<file path="src/rtl/quad_encoder_emu_if.sv">
// Stimulus/observation bundle for the quadrature encoder emulator.
// master = the step-request source, slave = the emulator.
interface quad_encoder_emu_if #(
  parameter int DIV_W = 16,
  parameter int CNT_W = 4
);
  logic             step_req_i;
  logic             step_dir_i;
  logic             abort_i;
  logic [DIV_W-1:0] period_i;
  logic             rot_1_o;
  logic             rot_2_o;
  logic             busy_o;
  logic [CNT_W-1:0] pending_o;
  logic             detent_o;
  logic             ovf_o;

  modport master (
    output step_req_i, step_dir_i, abort_i, period_i,
    input  rot_1_o, rot_2_o, busy_o, pending_o, detent_o, ovf_o
  );

  modport slave (
    input  step_req_i, step_dir_i, abort_i, period_i,
    output rot_1_o, rot_2_o, busy_o, pending_o, detent_o, ovf_o
  );
endinterface

</file>
<file path="src/rtl/quad_encoder_emu.sv">
// Quadrature rotary-encoder emulator: turns queued detent requests into A/B Gray waveforms.
// Optional QUAD_BOUNCE_EN: each A/B edge is emitted as new/old/new to exercise decoder debounce.
module quad_encoder_emu #(
  parameter int DIV_W = 16,
  parameter int CNT_W = 4
) (
  input logic               CLK_i,
  input logic               RSTn_i,
  quad_encoder_emu_if.slave bus
);

  typedef enum logic [2:0] {IDLE, Q1, Q2, Q3, Q4} state_t;

`ifdef QUAD_BOUNCE_EN
  localparam logic [DIV_W-1:0] D_MIN = DIV_W'(3);
`else
  localparam logic [DIV_W-1:0] D_MIN = DIV_W'(1);
`endif
  localparam logic [DIV_W-1:0]     ONE_D = DIV_W'(1);
  localparam logic signed [CNT_W:0] ONE  = {{CNT_W{1'b0}}, 1'b1};
  localparam logic signed [CNT_W:0] LIM  = {2'b00, {(CNT_W-1){1'b1}}};

  state_t                  state_q;
  logic [DIV_W-1:0]        dwell_q;
  logic [DIV_W-1:0]        dlat_q;
  logic                    cw_q;
  logic [1:0]              ab_q;
  logic                    busy_q;
  logic                    detent_q;
  logic                    ovf_q;
  logic signed [CNT_W-1:0] pend_q;

  logic [DIV_W-1:0]        d_eff;
  logic                    start;
  logic                    pend_pos;
  logic                    drop;
  logic signed [CNT_W:0]   pend_ext;
  logic signed [CNT_W:0]   base;
  logic signed [CNT_W:0]   cand;
  logic signed [CNT_W:0]   pend_nxt;

  // A/B levels {A,B} for each quarter; CW lets A fall first.
  function automatic logic [1:0] ab_of(input state_t s, input logic cw);
    case (s)
      Q1:      ab_of = cw ? 2'b01 : 2'b10;
      Q2:      ab_of = 2'b00;
      Q3:      ab_of = cw ? 2'b10 : 2'b01;
      default: ab_of = 2'b11;
    endcase
  endfunction

  function automatic state_t next_of(input state_t s);
    case (s)
      Q1:      next_of = Q2;
      Q2:      next_of = Q3;
      Q3:      next_of = Q4;
      default: next_of = IDLE;
    endcase
  endfunction

`ifdef QUAD_BOUNCE_EN
  // Level held before entering s; Q1 is always entered from the 11 detent.
  function automatic state_t prev_of(input state_t s);
    case (s)
      Q2:      prev_of = Q1;
      Q3:      prev_of = Q2;
      Q4:      prev_of = Q3;
      default: prev_of = Q4;
    endcase
  endfunction
`endif

  // NOTE: every always_comb output gets a default first so no path can infer a latch.
  always_comb begin
    d_eff    = (bus.period_i < D_MIN) ? D_MIN : bus.period_i;
    pend_ext = {pend_q[CNT_W-1], pend_q};
    pend_pos = !pend_q[CNT_W-1] && (pend_q != '0);
    start    = (pend_q != '0) &&
               ((state_q == IDLE) || ((state_q == Q4) && (dwell_q == '0)));
    base     = pend_ext;
    if (start) base = pend_pos ? pend_ext - ONE : pend_ext + ONE;
    cand     = bus.step_dir_i ? base + ONE : base - ONE;
    drop     = bus.step_req_i && ((cand > LIM) || (cand < -LIM));
    pend_nxt = base;
    if (bus.abort_i)                        pend_nxt = '0;
    else if (bus.step_req_i && !drop)       pend_nxt = cand;
  end

  // NOTE: sequential state uses non-blocking assignments only, so every flop samples pre-edge values.
  always_ff @(posedge CLK_i or negedge RSTn_i) begin
    if (!RSTn_i) begin
      pend_q <= '0;
      ovf_q  <= 1'b0;
    end else begin
      pend_q <= pend_nxt[CNT_W-1:0];
      // An abort swallows a same-cycle request silently.
      ovf_q  <= drop && !bus.abort_i;
    end
  end

  always_ff @(posedge CLK_i or negedge RSTn_i) begin
    if (!RSTn_i) begin
      state_q  <= IDLE;
      dwell_q  <= '0;
      dlat_q   <= '0;
      cw_q     <= 1'b0;
      ab_q     <= 2'b11;
      busy_q   <= 1'b0;
      detent_q <= 1'b0;
    end else begin
      detent_q <= 1'b0;
      if (start) begin
        // Fresh detent, either from IDLE or chained straight off the end of Q4.
        state_q  <= Q1;
        cw_q     <= pend_pos;
        dlat_q   <= d_eff;
        dwell_q  <= d_eff - ONE_D;
        ab_q     <= ab_of(Q1, pend_pos);
        busy_q   <= 1'b1;
        detent_q <= (state_q == Q4);
      end else if (state_q != IDLE) begin
        if (dwell_q == '0) begin
          if (state_q == Q4) begin
            state_q  <= IDLE;
            busy_q   <= 1'b0;
            detent_q <= 1'b1;
            ab_q     <= 2'b11;
          end else begin
            state_q <= next_of(state_q);
            dwell_q <= dlat_q - ONE_D;
            ab_q    <= ab_of(next_of(state_q), cw_q);
          end
        end else begin
          dwell_q <= dwell_q - ONE_D;
`ifdef QUAD_BOUNCE_EN
          // Second clock of each quarter briefly reverts to the previous level.
          ab_q <= (dwell_q == dlat_q - ONE_D) ? ab_of(prev_of(state_q), cw_q)
                                              : ab_of(state_q, cw_q);
`endif
        end
      end
    end
  end

  assign bus.rot_1_o   = ab_q[1];
  assign bus.rot_2_o   = ab_q[0];
  assign bus.busy_o    = busy_q;
  assign bus.pending_o = pend_q;
  assign bus.detent_o  = detent_q;
  assign bus.ovf_o     = ovf_q;

endmodule

</file>
<file path="src/flat_wrapper.sv">
// flat-port wrapper written by rule: the top's interface ports become plain ports
module quad_encoder_emu_flat 
#(
  parameter int DIV_W = 16,
  parameter int CNT_W = 4
)
  (CLK_i, RSTn_i, bus_step_req_i, bus_step_dir_i, bus_abort_i, bus_period_i, bus_rot_1_o, bus_rot_2_o, bus_busy_o, bus_pending_o, bus_detent_o, bus_ovf_o);
  quad_encoder_emu_if #(.DIV_W(DIV_W), .CNT_W(CNT_W)) bus_i ();
  input logic CLK_i;
  input logic RSTn_i;
  input wire logic [$bits(bus_i.step_req_i)-1:0] bus_step_req_i;
  input wire logic [$bits(bus_i.step_dir_i)-1:0] bus_step_dir_i;
  input wire logic [$bits(bus_i.abort_i)-1:0] bus_abort_i;
  input wire logic [$bits(bus_i.period_i)-1:0] bus_period_i;
  output wire logic [$bits(bus_i.rot_1_o)-1:0] bus_rot_1_o;
  output wire logic [$bits(bus_i.rot_2_o)-1:0] bus_rot_2_o;
  output wire logic [$bits(bus_i.busy_o)-1:0] bus_busy_o;
  output wire logic [$bits(bus_i.pending_o)-1:0] bus_pending_o;
  output wire logic [$bits(bus_i.detent_o)-1:0] bus_detent_o;
  output wire logic [$bits(bus_i.ovf_o)-1:0] bus_ovf_o;
  assign bus_i.step_req_i = bus_step_req_i;
  assign bus_i.step_dir_i = bus_step_dir_i;
  assign bus_i.abort_i = bus_abort_i;
  assign bus_i.period_i = bus_period_i;
  assign bus_rot_1_o = bus_i.rot_1_o;
  assign bus_rot_2_o = bus_i.rot_2_o;
  assign bus_busy_o = bus_i.busy_o;
  assign bus_pending_o = bus_i.pending_o;
  assign bus_detent_o = bus_i.detent_o;
  assign bus_ovf_o = bus_i.ovf_o;
  quad_encoder_emu #(.DIV_W(DIV_W), .CNT_W(CNT_W)) u_core (.CLK_i(CLK_i), .RSTn_i(RSTn_i), .bus(bus_i));
endmodule
</file>
<file path="config.mk">
export PLATFORM = sky130hd
export DESIGN_NAME = quad_encoder_emu_flat
export DESIGN_NICKNAME = d
export VERILOG_FILES = /design/src/rtl/quad_encoder_emu_if.sv /design/src/rtl/quad_encoder_emu.sv /design/src/flat_wrapper.sv
export SDC_FILE = /design/constraint.sdc
export NUM_CORES = 1
export LEC_CHECK = 0
export CORE_MARGIN = 5
export CORE_UTILIZATION = 25
export CTS_BUF_LIST = sky130_fd_sc_hd__clkbuf_4 sky130_fd_sc_hd__clkbuf_8
export DETAILED_ROUTE_END_ITERATION = 8
export GPL_TIMING_DRIVEN = 0
export SLEW_MARGIN = 20
export SYNTH_ARGS = -nofsm -noshare
export SYNTH_HDL_FRONTEND = slang
export SYNTH_SLANG_ARGS = --single-unit
</file>
<file path="constraint.sdc">
create_clock -name CLK_i -period 3.67 [get_ports CLK_i]
set_input_delay 0.734 -clock CLK_i [delete_from_list [all_inputs] [get_ports CLK_i]]
set_output_delay 0.734 -clock CLK_i [all_outputs]
set_load 0.02 [all_outputs]
</file>
==> results of run 1 <==
cells by family (layout without fill, tap and decap cells):
| group | count (synthesis) | in the layout | synth area share |
|---|---|---|---|
| AO/OA/AOI/OAI | 102 | 102 | 0.223 |
| XOR/XNOR | 12 | 12 | 0.0329 |
| adder cells (fa/ha/maj) | 7 | 7 | 0.0321 |
| buffers and inverters | 31 | 110 | 0.0466 |
| flip-flops | 45 | 45 | 0.353 |
| multiplexers | 21 | 21 | 0.0712 |
| AND/OR/NAND/NOR | 154 | 154 | 0.241 |
cell usage in the layout (no fill, tap or decap), drive strengths merged, types with 3 or more instances in the layout:
master	Yosys	layout
and3	5	5
nand4	4	4
clkdlybuf4s50	0	28
o21ai	19	19
a21o	6	6
clkbuf	9	13
or4	3	3
ha	5	5
mux2	8	8
dfrtp	43	43
nor2	34	34
nand2b	7	7
nand3	7	7
inv	11	13
xor2	7	7
buf	11	55
nand2	65	65
a31o	4	4
nor3	10	10
nand3b	3	3
xnor2	5	5
o31ai	6	6
o2111ai	3	3
a211oi	4	4
o31a	3	3
a31oi	12	12
a21oi	25	25
nor4	7	7
a211o	4	4
mux2i	13	13
sequential cells by signal, indices dropped and copies added, names as in the netlist:
name	cells
u_core.ab_q	2
u_core.bus.busy_o	1
u_core.bus.detent_o	1
u_core.bus.ovf_o	1
u_core.bus.pending_o	4
u_core.cw_q	1
u_core.dlat_q	16
u_core.dwell_q	16
u_core.state_q	3
synthesized netlist by cell type (all sizes together), types with 2 or more instances:
cell type  instances  area share
o21ai             19       0.030
clkbuf             9       0.011
and4               2      0.0055
or2                2      0.0039
and3               5      0.0098
nand3b             3      0.0070
o31ai              6       0.014
a211o              4       0.011
mux2               8       0.029
a21o               6       0.014
dfstp              2       0.016
or4                3      0.0094
xor2               7       0.019
o21a               2      0.0047
mux2i             13       0.042
ha                 5       0.020
buf               11       0.023
nor4               7       0.020
a221oi             2      0.0074
a311oi             2      0.0055
nor2              34       0.041
xnor2              5       0.014
o31a               3      0.0082
nand2b             7       0.014
o211ai             2      0.0047
inv               11       0.013
a31o               4       0.011
o2111ai            3       0.010
a31oi             12       0.023
a21oi             25       0.043
nand3              7       0.011
dfrtp             43        0.34
fa                 2       0.013
nor3              10       0.021
nand4              4      0.0078
a211oi             4      0.0094
nand2             65       0.078
worst max-delay path by stage:
stage / endpoint / cells after the start / startpoint
after detailed placement: u_core.bus.pending_o[3]$_DFF_PN0_ / 16 / u_core.dwell_q[13]$_DFFE_PN0P_
after global routing: u_core.bus.pending_o[1]$_DFF_PN0_ / 15 / u_core.bus.pending_o[3]$_DFF_PN0_
after floorplan: u_core.bus.pending_o[0]$_DFF_PN0_ / 15 / u_core.bus.pending_o[3]$_DFF_PN0_
final: u_core.bus.pending_o[1]$_DFF_PN0_ / 16 / u_core.bus.pending_o[0]$_DFF_PN0_
after global placement: u_core.bus.pending_o[0]$_DFF_PN0_ / 16 / u_core.dwell_q[12]$_DFFE_PN0P_
after CTS: u_core.bus.pending_o[0]$_DFF_PN0_ / 14 / u_core.bus.pending_o[3]$_DFF_PN0_
power by group through the flow:
stage | Clock, mW | Combinational (mW) | Sequential [mW]
2_1_floorplan | 0 | 1.04 | 0.931
6_report | 0.338 | 1.98 | 0.946
3_3_place_gp | 0 | 1.36 | 0.937
3_5_place_dp | 0 | 1.41 | 0.939
4_1_cts | 0.348 | 1.77 | 0.949
5_1_grt | 0.364 | 2.14 | 0.975
area by class of cell:
type | count | area share
Buffer | 17 | 0.0237
Clock buffer | 5 | 0.0159
Clock inverter | 3 | 0.00579
Inverter | 11 | 0.00955
Multi-Input combinational cell | 296 | 0.484
Sequential cell | 45 | 0.262
Tap cell | 172 | 0.0498
Timing Repair Buffer | 74 | 0.150
worst reg2reg max path, stage by stage (launching register included):
cell	delay [ps]
dfrtp_1	400
buf_6	140
or4_4	500
nand2b_4	100
fa_2	220
xor2_1	150
nand2_1	120
xnor2_2	260
ha_4	250
a21o_1	170
a21oi_2	170
xnor2_2	130
or4_4	460
o2111ai_4	100
mux2i_2	120
buf_4	160
mux2i_1	170
per-layer routing:
metal  up-vias  GRT usage  part of all wire  wire length, µm
met1      1515      0.167              0.44             4280
li1       1516          -                 -                -
met4         0     0.0332             0.016              155
met5         -          0                 0                0
met3        13     0.0238             0.052              505
met2        89      0.225              0.50             4860
stage by stage:
step,power [mW],hold WS [ps],utilization
after floorplan,1.97,438,-
after global placement,2.29,466,0.297
after detailed placement,2.35,468,0.298
after CTS,3.07,339,0.331
after global routing,3.48,347,0.344
final,3.26,320,0.344
timing repair:
| action | 4_1_cts | 5_1_grt |
|---|---|---|
| pin swaps | 17 | 6 |
| gates resized for setup | 19 | 13 |
| buffers inserted | 32 | 12 |
| endpoints found under the setup margin | 9 | 9 |
==> metrics, run 1 <==
GPL Wtd Cong 0.845; Hold WC Path Type in2async; via count 3133; area of the mapped netlist 0.00320 mm²; hold_buf cts 0; FF-to-FF Start u_core.bus.pending_o[0]$_DFF_PN0_; Multi-input gate area 0.00209 mm²; final worst-path setup slack -39.3 ps; Ys Warns 0; drt wl/cell 15.7 µm; Clock transition at path regs 100 ps; Max Fclk 0.270 GHz; Final Skew 11.5 ps; FF-to-FF End u_core.bus.pending_o[1]$_DFF_PN0_; critical path arrival 3940 ps; share of layout cells above drive strength 1 0.264; outcome finished, violations left; setup TNS -114 ps; DR DRC count 0; CTS buffer count 5; placed cells 574; nets@finish 478; LEAKAGE 1.86 nW; drt total wl 9800 µm; vias in the first global route 3126; asr flop ratio synth 1.00; Avg Vias per Cell 5.03; syn_nets 400; RSZ-0062 raised after global routing yes; CP max stage cell or4_4; # rows 41; cell family with most CP delay simple AND/OR/NAND/NOR gates; Area Growth Syn to Fin 35.2%; drt pass-1 iters 5; sequential share of the synthesized area 0.353; Die Wd 123 µm; Initial Util 0.254; CTS tree yes; antenna viol nets, final 0; initial drt markers 180; Net Sw Frac 0.419; crit-path max FO 4; CP Class reg2reg; Final Cell Area 0.00432 mm²; period utilization 1.01; I/O pins 30; Total Routing Usage GR 0.130; core area 0.0126 mm²; global-route wire length before repair 15800 µm; fillcell total 1297; HPWL Detailed 6720 µm; Comb pwr share 0.606; Internal Dissipation 1.89 mW; CP max stage delay 500 ps; worst skew pair latency 320 ps; Peak supply drop 215 µV; critical path required time 3900 ps; Seq. cell area 0.00113 mm²; Die ar. 0.0151 mm²; Setup Viol. Count Final 4; Post-synth EDFFs 0; clock share of power 0.104; relative slew slack 0.532; grt ovf 0; Final Hold Viols 0; # Max-Cap Violations 0; dpl cell area 0.00375 mm²; post-synthesis register bit count 45; R2R depth 16; Tightest Pin Transition 693 ps; diode count 0; clock sink count 45; syn_area_per_cell 8.59 µm²; Synth Instances 372; Switch Pwr 1.37 mW; largest net degree at the start of global routing 32; Netlist cell types 66; root buffer cell clkbuf_8; Clock Tree Buf Depth 2; initial antenna violation count 0; Max Slew Vio Count 0; level count of the clock H-tree 2; die height 123 µm; ys flop type dfrtp_1; reg2reg setup slack -40 ps; Finished Layout Cells 623; pre-CTS setup slack -597 ps; failing checks negative setup slack; crit path capture type flop; pwr/cell area 754 mW/mm²; Tmin final 3710 ps; sequential power share 0.290; port bufs 29; CP Launch Type flop; CP cell instances buf_6, or4_4, nand2b_4, fa_2, xor2_1, nand2_1, xnor2_2, ha_4, a21o_1, a21oi_2, xnor2_2, or4_4, o2111ai_4, mux2i_2, buf_4, mux2i_1; Buf+Inv Stages, Crit Path 2
Note: power is estimated with default switching activity, not from simulation.
==> run 2, diff against run 1 <==
--- a/config.mk
+++ b/config.mk
@@ -8,6 +8,7 @@
 export CORE_MARGIN = 5
 export CORE_UTILIZATION = 25
 export CTS_BUF_LIST = sky130_fd_sc_hd__clkbuf_4 sky130_fd_sc_hd__clkbuf_8
+export CTS_CLUSTER_DIAMETER = 100
 export DETAILED_ROUTE_END_ITERATION = 8
 export GPL_TIMING_DRIVEN = 0
 export SLEW_MARGIN = 20
==> constraint.sdc (replaced) <==
create_clock -name CLK_i -period 4.8 [get_ports CLK_i]
set_input_delay 0.96 -clock CLK_i [delete_from_list [all_inputs] [get_ports CLK_i]]
set_output_delay 0.96 -clock CLK_i [all_outputs]
set_load 0.02 [all_outputs]
==> metrics, run 2 (synthesis gave the netlist of run 1 again) <==
antenna viol nets, final 0 (unchanged); FF-to-FF End u_core.bus.pending_o[0]$_DFF_PN0_; relative slew slack 0.496 (-0.0361); crit path capture type flop; dpl cell area 0.00372 mm² (-0.87%); Initial Util 0.254 (unchanged); Peak supply drop 164 µV (-24%); core area 0.0126 mm² (unchanged); outcome completed; Buf+Inv Stages, Crit Path 3 (+1); Area Growth Syn to Fin 20.2%; hold depth 2; Die Wd 123 µm (unchanged); die height 123 µm (unchanged); drt pass-1 iters 4 (-1); critical path arrival 4680 ps (+740 ps); DR DRC count 0 (unchanged); root buffer cell clkbuf_8; Total Routing Usage GR 0.123 (-0.00725); LEAKAGE 1.63 nW (-12%); R2R depth 16 (unchanged); RSZ-0062 raised after global routing no; Met3 Wirelength 460 µm (-8.9%); commonest non-fill, non-tap cell in the layout nand2_1; hold_buf cts 0 (unchanged); Max Slew Vio Count 0 (unchanged); drt wl/cell 15.2 µm (-3.6%); nets@finish 440 (-7.9%); Max Fclk 0.222 GHz (-18%); Final Cell Area 0.00384 mm² (-11%); Avg Vias per Cell 5.02 (-0.20%); share of layout cells above drive strength 1 0.131 (-0.133); fillcell total 1326 (+2.2%); diode count 0 (unchanged); Tmin final 4500 ps (+789 ps); FF-to-FF Start u_core.dwell_q[5]$_DFFE_PN0P_; CTS buffer count 5 (unchanged); pwr/cell area 537 mW/mm² (-29%); WL met1 4150 µm (-3.1%); CP max stage cell or4_1; port bufs 29 (unchanged); Setup Viol. Count Final 0 (-4); cell family with most CP delay simple AND/OR/NAND/NOR gates; largest net degree at the start of global routing 31 (-3.1%); crit-path max FO 10 (+6); level count of the clock H-tree 2 (unchanged); reg2reg setup slack 300 ps (+340 ps); vias in the first global route 3028 (-3.1%); fin util 0.306 (-0.0382); Hold WC Path Type reg2reg; clock sink count 45 (unchanged); Clock Tree Buf Depth 2 (unchanged); Final Hold Viols 0 (unchanged); Die ar. 0.0151 mm² (unchanged); Tightest Pin Transition 746 ps (+53.5 ps); Hold Path Sink u_core.ab_q[1]$_DFFE_PN1P_; worst skew pair latency 300 ps (-20 ps); commonest cells after routing, fill and taps aside nand2_1 (63), dfrtp_1 (43), nor2_1 (33); met2 wire len 4080 µm (-16%); critical path required time 4990 ps (+1090 ps); GPL Wtd Cong 0.844 (-0.19%); CP max stage delay 570 ps (+70 ps); via count 2936 (-6.3%); Clock transition at path regs 90 ps (about the same); period utilization 0.937 (-0.0735); Top Metal Used met4; # rows 41 (unchanged); global-route wire length before repair 14900 µm (-5.5%); CTS tree yes; CP Launch Type flop; initial drt markers 172 (-4.4%); drt total wl 8870 µm (-9.5%); initial antenna violation count 0 (unchanged); CP cell instances nor3_1, and4_1, clkbuf_1, a21oi_4, buf_6, buf_2, nand2_1, o21ai_1, fa_1, a21o_1, a21oi_1, xnor2_1, or4_1, o2111ai_1, mux2i_2, mux2_4; I/O pins 30 (unchanged); HPWL Detailed 6630 µm (-1.3%); Hold Startpoint u_core.ab_q[1]$_DFFE_PN1P_; Final Skew 11.1 ps (-0.383 ps); setup TNS 0 ps (+114 ps); grt ovf 0 (unchanged); CP Class reg2reg; # Max-Cap Violations 0 (unchanged)
-- run 2: cell types whose count changed in the layout (fill, tap and decap cells not counted), moves of 2 or more --
cell | before | now
buf_4 | 43 | 4
fa_1 | 0 | 2
dfrtp_1 | 41 | 43
nor2_1 | 30 | 33
dfrtp_2 | 2 | 0
nor2_2 | 3 | 1
fa_2 | 2 | 0
ha_1 | 3 | 5
xnor2_2 | 2 | 0
xnor2_1 | 3 | 5
clkbuf_1 | 7 | 9
ha_4 | 2 | 0
buf_2 | 4 | 6
inv_6 | 2 | 0
-- run 2: worst max path at each step --
stage                                       from                           endpoint  slack (ps)  depth (start not counted)
2_1_floorplan  u_core.bus.pending_o[0]$_DFF_PN0_  u_core.bus.pending_o[0]$_DFF_PN0_         730                         15
3_3_place_gp   u_core.bus.pending_o[3]$_DFF_PN0_  u_core.bus.pending_o[0]$_DFF_PN0_         310                         15
3_5_place_dp   u_core.bus.pending_o[3]$_DFF_PN0_  u_core.bus.pending_o[3]$_DFF_PN0_         230                         15
4_1_cts        u_core.bus.pending_o[3]$_DFF_PN0_  u_core.bus.pending_o[3]$_DFF_PN0_         200                         15
5_1_grt            u_core.dwell_q[5]$_DFFE_PN0P_  u_core.bus.pending_o[0]$_DFF_PN0_          30                         16
6_report           u_core.dwell_q[5]$_DFFE_PN0P_  u_core.bus.pending_o[0]$_DFF_PN0_         300                         16
-- run 2: layout make-up --
type | instances | area [µm²] | area share
multi-input combinational | 296 | 1930 | 0.501
buffer | 20 | 108 | 0.0280
tap | 172 | 215 | 0.0560
timing repair buffer | 33 | 328 | 0.0853
sequential | 45 | 1130 | 0.294
clock inverter | 2 | 13.8 | 0.00358
inverter | 11 | 41.3 | 0.0107
clock buffer | 6 | 82.6 | 0.0215
-- run 2: routing by layer --
layer | up-vias | global-route usage
li1 | 1435 | -
met1 | 1411 | 0.165
met2 | 74 | 0.197
met3 | 16 | 0.0229
met4 | 0 | 0.0450
met5 | - | 0
-- run 2: where the power goes --
group          internal (mW)  total [mW]  switching [mW]
clock                  0.117       0.254           0.137
sequential             0.555       0.719           0.164
combinational          0.519        1.09           0.571
-- run 2: tightest hold or removal path: stages, from the launching register on --
cell,delay (ps)
dfstp_2,370
nand2_1,50
o31ai_1,60
-- run 2: per-stage QoR --
step	power, mW	cells	setup WS [ps]	hold WS, ps
CTS	2.02	582	200	480
global placement	1.72	573	307	468
global route	2.23	585	33.9	521
detailed placement	1.75	574	226	468
floorplan	1.48	372	732	445
finish	2.06	585	301	476
-- run 2: timing repair --
item                       in CTS  in global routing
buffers inserted                0                  3
gates resized for setup         0                  1
setup endpoints to repair       0                  2
==> run 3, diff against run 2 <==
==> constraint.sdc (replaced) <==
create_clock -name CLK_i -period 5.15 [get_ports CLK_i]
set_input_delay 1.03 -clock CLK_i [delete_from_list [all_inputs] [get_ports CLK_i]]
set_output_delay 1.03 -clock CLK_i [all_outputs]
set_load 0.02 [all_outputs]
==> metrics, run 3 (synthesis gave the netlist of run 1 again) <==
CP max stage delay 570 ps (about the same); via count 2923 (-0.44%); hold_buf cts 0 (unchanged); pwr/cell area 490 mW/mm² (-8.8%); # rows 41 (unchanged); largest net degree at the start of global routing 31 (unchanged); worst skew pair latency 310 ps (about the same); Die ar. 0.0151 mm² (unchanged); R2R depth 15 (-1); GPL Wtd Cong 0.844 (unchanged); CP Launch Type flop; Max Fclk 0.218 GHz (-1.8%); diode count 0 (unchanged); level count of the clock H-tree 2 (unchanged); Finished Layout Cells 582 (-0.51%); Clock Tree Buf Depth 2 (unchanged); commonest cells after routing, fill and taps aside nand2_1 (63), dfrtp_1 (43), nor2_1 (33); core area 0.0126 mm² (unchanged); Clock transition at path regs 90 ps (about the same); vias in the first global route 3028 (unchanged); relative slew slack 0.491 (-0.00467); Die Wd 123 µm (unchanged); Peak supply drop 158 µV (-3.7%); setup TNS 0 ps (unchanged); period utilization 0.890 (-0.0474); drt pass-1 iters 4 (unchanged); antenna viol nets, final 0 (unchanged); Hold Path Sink u_core.ab_q[1]$_DFFE_PN1P_; CTS tree yes; commonest non-fill, non-tap cell in the layout nand2_1; hold slack final 476 ps (+0.0300 ps); Final Skew 11.6 ps (+0.465 ps); Final Hold Viols 0 (unchanged); hold depth 2 (unchanged); nets@finish 437 (-0.68%); Area Growth Syn to Fin 19.3%; grt ovf 0 (unchanged); Most common cell on crit path buf_2; drt wl/cell 15.2 µm (about the same); Initial Util 0.254 (unchanged); port bufs 29 (unchanged); FF-to-FF End u_core.bus.pending_o[0]$_DFF_PN0_; share of layout cells above drive strength 1 0.122 (-0.00880); met3 GRT Util 0.0229 (unchanged); clock sink count 45 (unchanged); CP Class reg2reg; post-cts resize count 0 (unchanged); FF-to-FF Start u_core.bus.pending_o[3]$_DFF_PN0_; Total Routing Usage GR 0.123 (unchanged); met2 Usage GRT 0.197 (unchanged); I/O pins 30 (unchanged); Tightest Pin Transition 753 ps (+6.91 ps); pre-CTS setup slack 576 ps (+350 ps); CP max stage cell or4_1; Setup Viol. Count Final 0 (unchanged); # Max-Cap Violations 0 (unchanged); GR Util met1 0.165 (unchanged); critical path required time 5340 ps (+350 ps); post-CTS setup buffers 0 (unchanged); crit-path max FO 10 (unchanged); DR DRC count 0 (unchanged); Final Power 1.87 mW (-9.5%); root buffer cell clkbuf_8; RSZ-0062 raised after global routing no; initial drt markers 145 (-16%); final worst-path setup slack 567 ps (+266 ps); Avg Vias per Cell 5.02 (about the same); Tmin final 4580 ps (+84.0 ps); Max Slew Vio Count 0 (unchanged); CP cell instances buf_2, nor4_4, nor2_2, a21oi_4, buf_6, buf_2, o21ai_1, fa_1, a21o_1, a21oi_1, xnor2_1, or4_1, o2111ai_1, mux2i_2, mux2_4; CTS buffer count 5 (unchanged); reg2reg setup slack 570 ps (+270 ps); drt total wl 8820 µm (-0.50%); outcome completed; Hold Startpoint u_core.ab_q[1]$_DFFE_PN1P_; HPWL Detailed 6630 µm (unchanged); initial antenna violation count 0 (unchanged); LEAKAGE 1.62 nW (-0.86%); die height 123 µm (unchanged); critical path arrival 4770 ps (+90 ps); Hold WC Path Type reg2reg; GR peak layer met2; crit path capture type flop; global-route wire length before repair 14900 µm (unchanged); placed cells 574 (unchanged)
## run 3: cell count changes in the layout (fill, tap and decap cells not counted), sizes merged
cell / before / now
buf: 16 / 13
## run 3: cell type report
type / count / area, µm²
repair buffers: 30 / 305
plain buffers: 20 / 108
multi-input cells: 296 / 1920
well taps: 172 / 215
clock inverters: 2 / 13.8
fillers: 1328 / 8750
inverters: 11 / 41.3
flip-flops and latches: 45 / 1130
clock buffers: 6 / 82.6
## run 3: power breakdown
| part | internal [mW] | total (mW) | leakage [nW] | switching [mW] |
|---|---|---|---|---|
| clock | 0.109 | 0.238 | 0.0512 | 0.129 |
| sequential | 0.517 | 0.667 | 0.530 | 0.150 |
| combinational | 0.446 | 0.962 | 1.04 | 0.516 |
## run 3: worst max path at each step
stage                                       from                                end  slack [ps]  depth (start not counted)
2_1_floorplan  u_core.bus.pending_o[0]$_DFF_PN0_  u_core.bus.pending_o[0]$_DFF_PN0_        1080                         15
6_report       u_core.bus.pending_o[3]$_DFF_PN0_  u_core.bus.pending_o[0]$_DFF_PN0_         570                         15
3_5_place_dp   u_core.bus.pending_o[3]$_DFF_PN0_  u_core.bus.pending_o[3]$_DFF_PN0_         580                         15
4_1_cts        u_core.bus.pending_o[3]$_DFF_PN0_  u_core.bus.pending_o[3]$_DFF_PN0_         550                         15
5_1_grt        u_core.bus.pending_o[3]$_DFF_PN0_  u_core.bus.pending_o[0]$_DFF_PN0_         250                         15
3_3_place_gp   u_core.bus.pending_o[3]$_DFF_PN0_  u_core.bus.pending_o[0]$_DFF_PN0_         660                         15
## run 3: metrics by stage
stage,utilization,area [µm²]
2_1_floorplan,-,3200
3_3_place_gp,0.295,3700
3_5_place_dp,0.296,3720
4_1_cts,0.303,3810
5_1_grt,0.303,3810
6_report,0.303,3810
## run 3: layer usage
layer	up-vias	wire, µm
met5	-	0
li1	1428	-
met1	1383	4110
met2	96	3940
met4	0	179
met3	16	589
## run 3: critical path, delay by kind of cell, from the launching register on
| kind | cells | cell delay, ps |
|---|---|---|
| buffers and inverters | 3 | 690 |
| xor gates and xnor gates | 1 | 140 |
| and+or+nand+nor | 3 | 1220 |
| DFF | 1 | 410 |
| adders and majority gates | 1 | 450 |
| muxes | 2 | 500 |
| AOI/OAI and AO/OA | 5 | 1030 |
==> RTL edit 1: new RTL, settings of run 1 <==
Encoding of `state_t`: now one-hot (5 bits for 5 states).
--- a/src/rtl/quad_encoder_emu.sv
+++ b/src/rtl/quad_encoder_emu.sv
@@ -9,7 +9,7 @@
   quad_encoder_emu_if.slave bus
 );
 
-  typedef enum logic [2:0] {IDLE, Q1, Q2, Q3, Q4} state_t;
+  typedef enum logic [4:0] {IDLE = 5'b00001, Q1 = 5'b00010, Q2 = 5'b00100, Q3 = 5'b01000, Q4 = 5'b10000} state_t;
 
 `ifdef QUAD_BOUNCE_EN
   localparam logic [DIV_W-1:0] D_MIN = DIV_W'(3);
Formal check against the unedited RTL: no difference found for any inputs over 10 cycles, from zero or initial values and one cycle with RSTn_i low; not proved beyond that.
==> RTL edit 1 against run 1 <==
Wire length decreased by 2.8%; sequential cell count increased by 2; global-route usage increased by 0.069 points; clock skew increased by 0.0025 ns; final area decreased by 1.7%; non-clock buffer count decreased by 21; area after synthesis about the same; synthesized cell count increased by 3.8%; the flow still finishes with violations (negative setup slack); setup slack improved by 0.0054 ns.
Power is not compared: it rests on default switching activity, and its combinational part moved more than twofold at a synthesized area within 25%.
==> RTL edit 1: results (changes against run 1) <==
Floorplanning
  • Die Footprint: 15200 um2 (about the same)

Timing
  • Hold Slack: 0.435 ns (+0.115 ns)
  • Slew headroom: 0.495 (-0.0365)
  • Sum Neg Setup Slack: -0.0339 ns (+0.0804 ns)
  • Final count of negative-setup-slack endpoints: 1 (-3)
  • Final worst slack: -0.0339 ns (+0.00544 ns)

Yosys
  • Compound-Gate Fraction of Synth Area: 0.229 (+0.00539)
  • Synth top area cells: dfrtp_1 34%, nand2_1 8.5%, a21oi_1 4.7%, nor2_1 3.8%, xnor2_1 3.0%
  • Adder-Cell Fraction of Synth Area: 0.0321 (about the same)
  • Xor-xnor portion of the synthesized cell area: 0.0544 (+0.0215)
  • Most frequent cells after synthesis: 72 x nand2_1, 44 x dfrtp_1, 32 x nor2_1

Detailed routing
  • Post-Route WL: 9530 um (-2.8%)
  • DRT iter0 DRCs: 275 (+53%)
  • Met2 wire length: 4860 um (+0.14%)
  • M1 wire length: 4120 um (-3.7%)

Placement
  • Worst slack at placement: -0.510 ns (+0.0872 ns)
  • GPL Wtd Cong: 0.921 (+8.9%)
  • Placed cells: 586 (+2.1%)
  • PortBufs: 28 (-3.4%)

Layout
  • Final #Nets: 472 (-1.3%)
  • #MultiIn Comb: 306 (+3.4%)
  • Fillers: 1272 (-1.9%)

GRT
  • Largest net degree at the start of global routing: 48 (+50%)
  • Total track usage: 0.131 (+0.000692)
  • GR Util met3: 0.0188 (-0.00503)
  • First-pass GRT wire length: 15800 um (-0.22%)
  • M2 GR Usage: 0.228 (+0.00205)

Clock network
  • TritonCTS Sinks: 47 (+4.4%)
  • Post-CTS Setup Bufs: 22 (-31%)

Outcome
  • Failing checks: negative setup slack
  • Status: finished, violations left

Power and ir drop
  • Overall power: 0.00199 W
RTL edit 1: cell types whose count changed after synthesis, sizes merged, moves of 4 or more:
cell,run 1,this run
a21o,6,2
a31o,4,0
a31oi,12,2
xnor2,5,12
mux2,8,2
nor3,10,14
mux2i,13,5
o21ai,19,39
and3,5,0
nand2,65,72
a21oi,25,30
RTL edit 1: logic make-up after synthesis:
family | count (synthesis)
AO/OA/AOI/OAI | 111
flip-flops | 47
XOR/XNOR | 19
multiplexers | 7
buffers and inverters | 33
AND/OR/NAND/NOR | 162
adder cells (fa/ha/maj) | 7
RTL edit 1: critical path, stage by stage, from the launching register on:
cell      delay (ns)
dfrtp_2         0.44
or4_4           0.57
nand2_1         0.14
inv_1           0.06
ha_1            0.31
a21oi_4         0.18
o21ai_2         0.07
a22oi_2         0.23
ha_1            0.16
buf_6           0.12
nand3b_1        0.15
o21ai_1         0.08
nor3_2          0.19
o31ai_1         0.12
a211oi_2        0.29
o21a_4          0.20
mux2_4          0.29
==> RTL edit 2: new RTL, settings of run 1 <==
Made on the original files. `CNT_W` is set to 4 in 3 places; all go to 6.
--- a/src/rtl/quad_encoder_emu_if.sv
+++ b/src/rtl/quad_encoder_emu_if.sv
@@ -2,7 +2,7 @@
 // master = the step-request source, slave = the emulator.
 interface quad_encoder_emu_if #(
   parameter int DIV_W = 16,
-  parameter int CNT_W = 4
+  parameter int CNT_W = 6
 );
   logic             step_req_i;
   logic             step_dir_i;
--- a/src/rtl/quad_encoder_emu.sv
+++ b/src/rtl/quad_encoder_emu.sv
@@ -2,7 +2,7 @@
 // Optional QUAD_BOUNCE_EN: each A/B edge is emitted as new/old/new to exercise decoder debounce.
 module quad_encoder_emu #(
   parameter int DIV_W = 16,
-  parameter int CNT_W = 4
+  parameter int CNT_W = 6
 ) (
   input logic               CLK_i,
   input logic               RSTn_i,
--- a/src/flat_wrapper.sv
+++ b/src/flat_wrapper.sv
@@ -2,7 +2,7 @@
 module quad_encoder_emu_flat 
 #(
   parameter int DIV_W = 16,
-  parameter int CNT_W = 4
+  parameter int CNT_W = 6
 )
   (CLK_i, RSTn_i, bus_step_req_i, bus_step_dir_i, bus_abort_i, bus_period_i, bus_rot_1_o, bus_rot_2_o, bus_busy_o, bus_pending_o, bus_detent_o, bus_ovf_o);
   quad_encoder_emu_if #(.DIV_W(DIV_W), .CNT_W(CNT_W)) bus_i ();
Ports: changed (resized bus_pending_o); port bits go from 30 to 32. The function was not compared with the original's and may differ.
==> RTL edit 2 against run 1 <==
The flow still finishes with violations (negative setup slack); clock skew is 0.0020 ns lower; setup slack worse by 0.51 ns; power is 7.0% lower; count of clock-buffer cells in the layout is 1 higher; sequential cell count is 2 higher; area after synthesis is 0.55% higher; wire length is 13% higher; final area is 11% higher; critical path type unchanged; largest cell class unchanged.
==> RTL edit 2: results (changes against run 1) <==
Yosys
  • Seq/Total Area, Yosys: 0.367 (+0.0136)
  • Mean Syn Cell Area: 8.57 um2 (-0.26%)
  • Syn nets: 408 (+2.0%)
  • FFs w/ async S/R, synth: 1.00 (unchanged)
  • Synth cell types: 64 (-3.0%)
  • Synth top area cells: dfrtp_1 35%, nand2_1 5.3%, nor2_1 5.1%, a21oi_1 4.8%, ha_1 3.9%
  • Most frequent cells after synthesis: 45 x dfrtp_1, 45 x nand2_1, 44 x nor2_1

Timing
  • Worst-Margin Slew: 1.23 ns (+0.538 ns)
  • Sum Neg Setup Slack: -7.23 ns (-7.12 ns)
  • Final worst slack: -0.548 ns (-0.509 ns)
  • Clock Skew: 0.00950 ns (-0.00201 ns)
  • Slew Limit Fails: 0 (unchanged)
  • Final count of negative-setup-slack endpoints: 17 (+13)

Power and ir drop
  • P_leak: 2.04 nW (+9.7%)
  • Power in sequential cells: 0.000892 W (-5.7%)
  • Worst IR Drop VDD: 0.000191 V (-11%)
  • Sw Ratio: 0.396 (-0.0239)
  • Combinational power share: 0.554 (-0.052)
  • Clock power share: 0.152 (+0.048)

Layout
  • Layout area overhead: 49.6%
  • Share of layout cells above drive strength 1: 0.318 (+0.0546)
  • Final #Nets: 503 (+5.2%)

Placement
  • Placed cells: 580 (+1.0%)
  • PortBufs: 31 (+6.9%)
  • Worst slack at placement: -1.20 ns (-0.603 ns)
  • DP Area: 3880 um2 (+3.4%)
  • DP Wirelength: 7140 um (+6.3%)
  • GPL Wtd Cong: 0.831 (-1.7%)

Critical path
  • Critical path fanouts, max: 6 (+2)
  • Slowest cell on crit path: or4_4
  • Top delay family on crit path: compound AO/OA/AOI/OAI gates
  • Critical Path Max Stage Delay: 0.56 ns (+0.06 ns)

GRT
  • Vias in the first global route: 3306 (+5.8%)
  • Total track usage: 0.143 (+0.0126)
  • First-pass GRT wire length: 17200 um (+9.0%)
  • Initial antenna violation count: 0 (unchanged)
  • Largest net degree at the start of global routing: 25 (-22%)

Detailed routing
  • Post-Route WL: 11100 um (+13%)
  • DRT iter0 DRCs: 293 (+63%)
  • Vias: 3398 (+8.5%)
  • Via density: 5.28 (+5.1%)
  • Pre-antenna DRT Iters: 5 (unchanged)

Clock network
  • Clock Tree Root: clkbuf_8
  • TritonCTS Buffers: 5 (unchanged)
  • Clk pin slew, worst setup/hold paths: 0.09 ns
  • Clock Latency Late Sink: 0.30 ns (-0.02 ns)
  • Deepest clock path buffer count: 2 (unchanged)
  • H-tree levels: 2 (unchanged)

Worst hold path
  • Hold Path Class: in2async

Outcome
  • Failing checks: negative setup slack
  • Status: finished, violations left
==> RTL edit 2: changes by cell type after synthesis, moves of 9 or more <==
cell            run 1  this run
nand2_1            63        45
nor2_1             33        44
o21ai_0            18         8
a21o_1              6        15
mux2i_1            12         3
==> RTL edit 2: layout make-up <==
| type | count | area (um2) |
|---|---|---|
| buffer | 12 | 70.1 |
| clock buffer | 6 | 76.3 |
| clock inverter | 2 | 60.1 |
| fill | 1278 | 7810 |
| inverter | 8 | 30.0 |
| multi-input combinational | 304 | 2350 |
| sequential | 47 | 1190 |
| tap | 172 | 215 |
| timing repair buffer | 92 | 813 |
==> RTL edit 2: what timing repair did <==
item / CTS / global route
setup buffers: 50 / 21
hold buffers: 0 / 0
gates resized for setup: 47 / 37
setup endpoints to repair: 15 / 17
endpoints found under the hold margin: 0 / 0
cloned: 0 / 0
pin swaps: 29 / 14
==> RTL edit 2: worst register-to-register path, cell delays in order, from the launching register on <==
cell and delay (ns):
dfrtp_2 0.42, or4_4 0.56, o41ai_4 0.42, nand2_2 0.15, clkbuf_16 0.19, o21ai_4 0.18, ha_4 0.24, nor2b_4 0.12
o21a_1 0.20, o2111a_1 0.25, a211oi_2 0.22, xor2_1 0.15, a311o_1 0.39, a21oi_4 0.27, mux2_4 0.33
==> RTL edit 2: metal layers <==
metal | global-route usage | up-vias | share of wire
met1 | 0.194 | 1679 | 0.43
met2 | 0.239 | 122 | 0.48
li1 | - | 1575 | -
met4 | 0.0318 | 0 | 0.023
met5 | 0 | - | 0
met3 | 0.0215 | 22 | 0.059
==> RTL edit 2: final timing paths <==
kind | from | to | slack (ns) | cells past startpoint
min reg2reg | u_core.dlat_q[13]$_DFFE_PN0N_ | u_core.dlat_q[13]$_DFFE_PN0N_ | 0.48 | 2
min | RSTn_i | u_core.dlat_q[3]$_DFFE_PN0N_ | 0.42 | 1
max | u_core.dwell_q[2]$_DFFE_PN0P_ | u_core.bus.pending_o[1]$_DFF_PN0_ | -0.55 | 14
max in group asynchronous | RSTn_i | u_core.ab_q[0]$_DFFE_PN1P_ | 2.63 | 2
min in group CLK_i | u_core.dlat_q[13]$_DFFE_PN0N_ | u_core.dlat_q[13]$_DFFE_PN0N_ | 0.48 | 2
max reg2reg | u_core.dwell_q[2]$_DFFE_PN0P_ | u_core.bus.pending_o[1]$_DFF_PN0_ | -0.55 | 14
==> RTL edit 2: cells by family after synthesis <==
logic type / after synthesis / synth area share
buffers and inverters: 24 / 0.0288
AO/OA/AOI/OAI: 108 / 0.239
multiplexers: 8 / 0.0269
XOR/XNOR: 14 / 0.0381
AND/OR/NAND/NOR: 162 / 0.249
flip-flops: 47 / 0.367
adder cells (fa/ha/maj): 12 / 0.0514
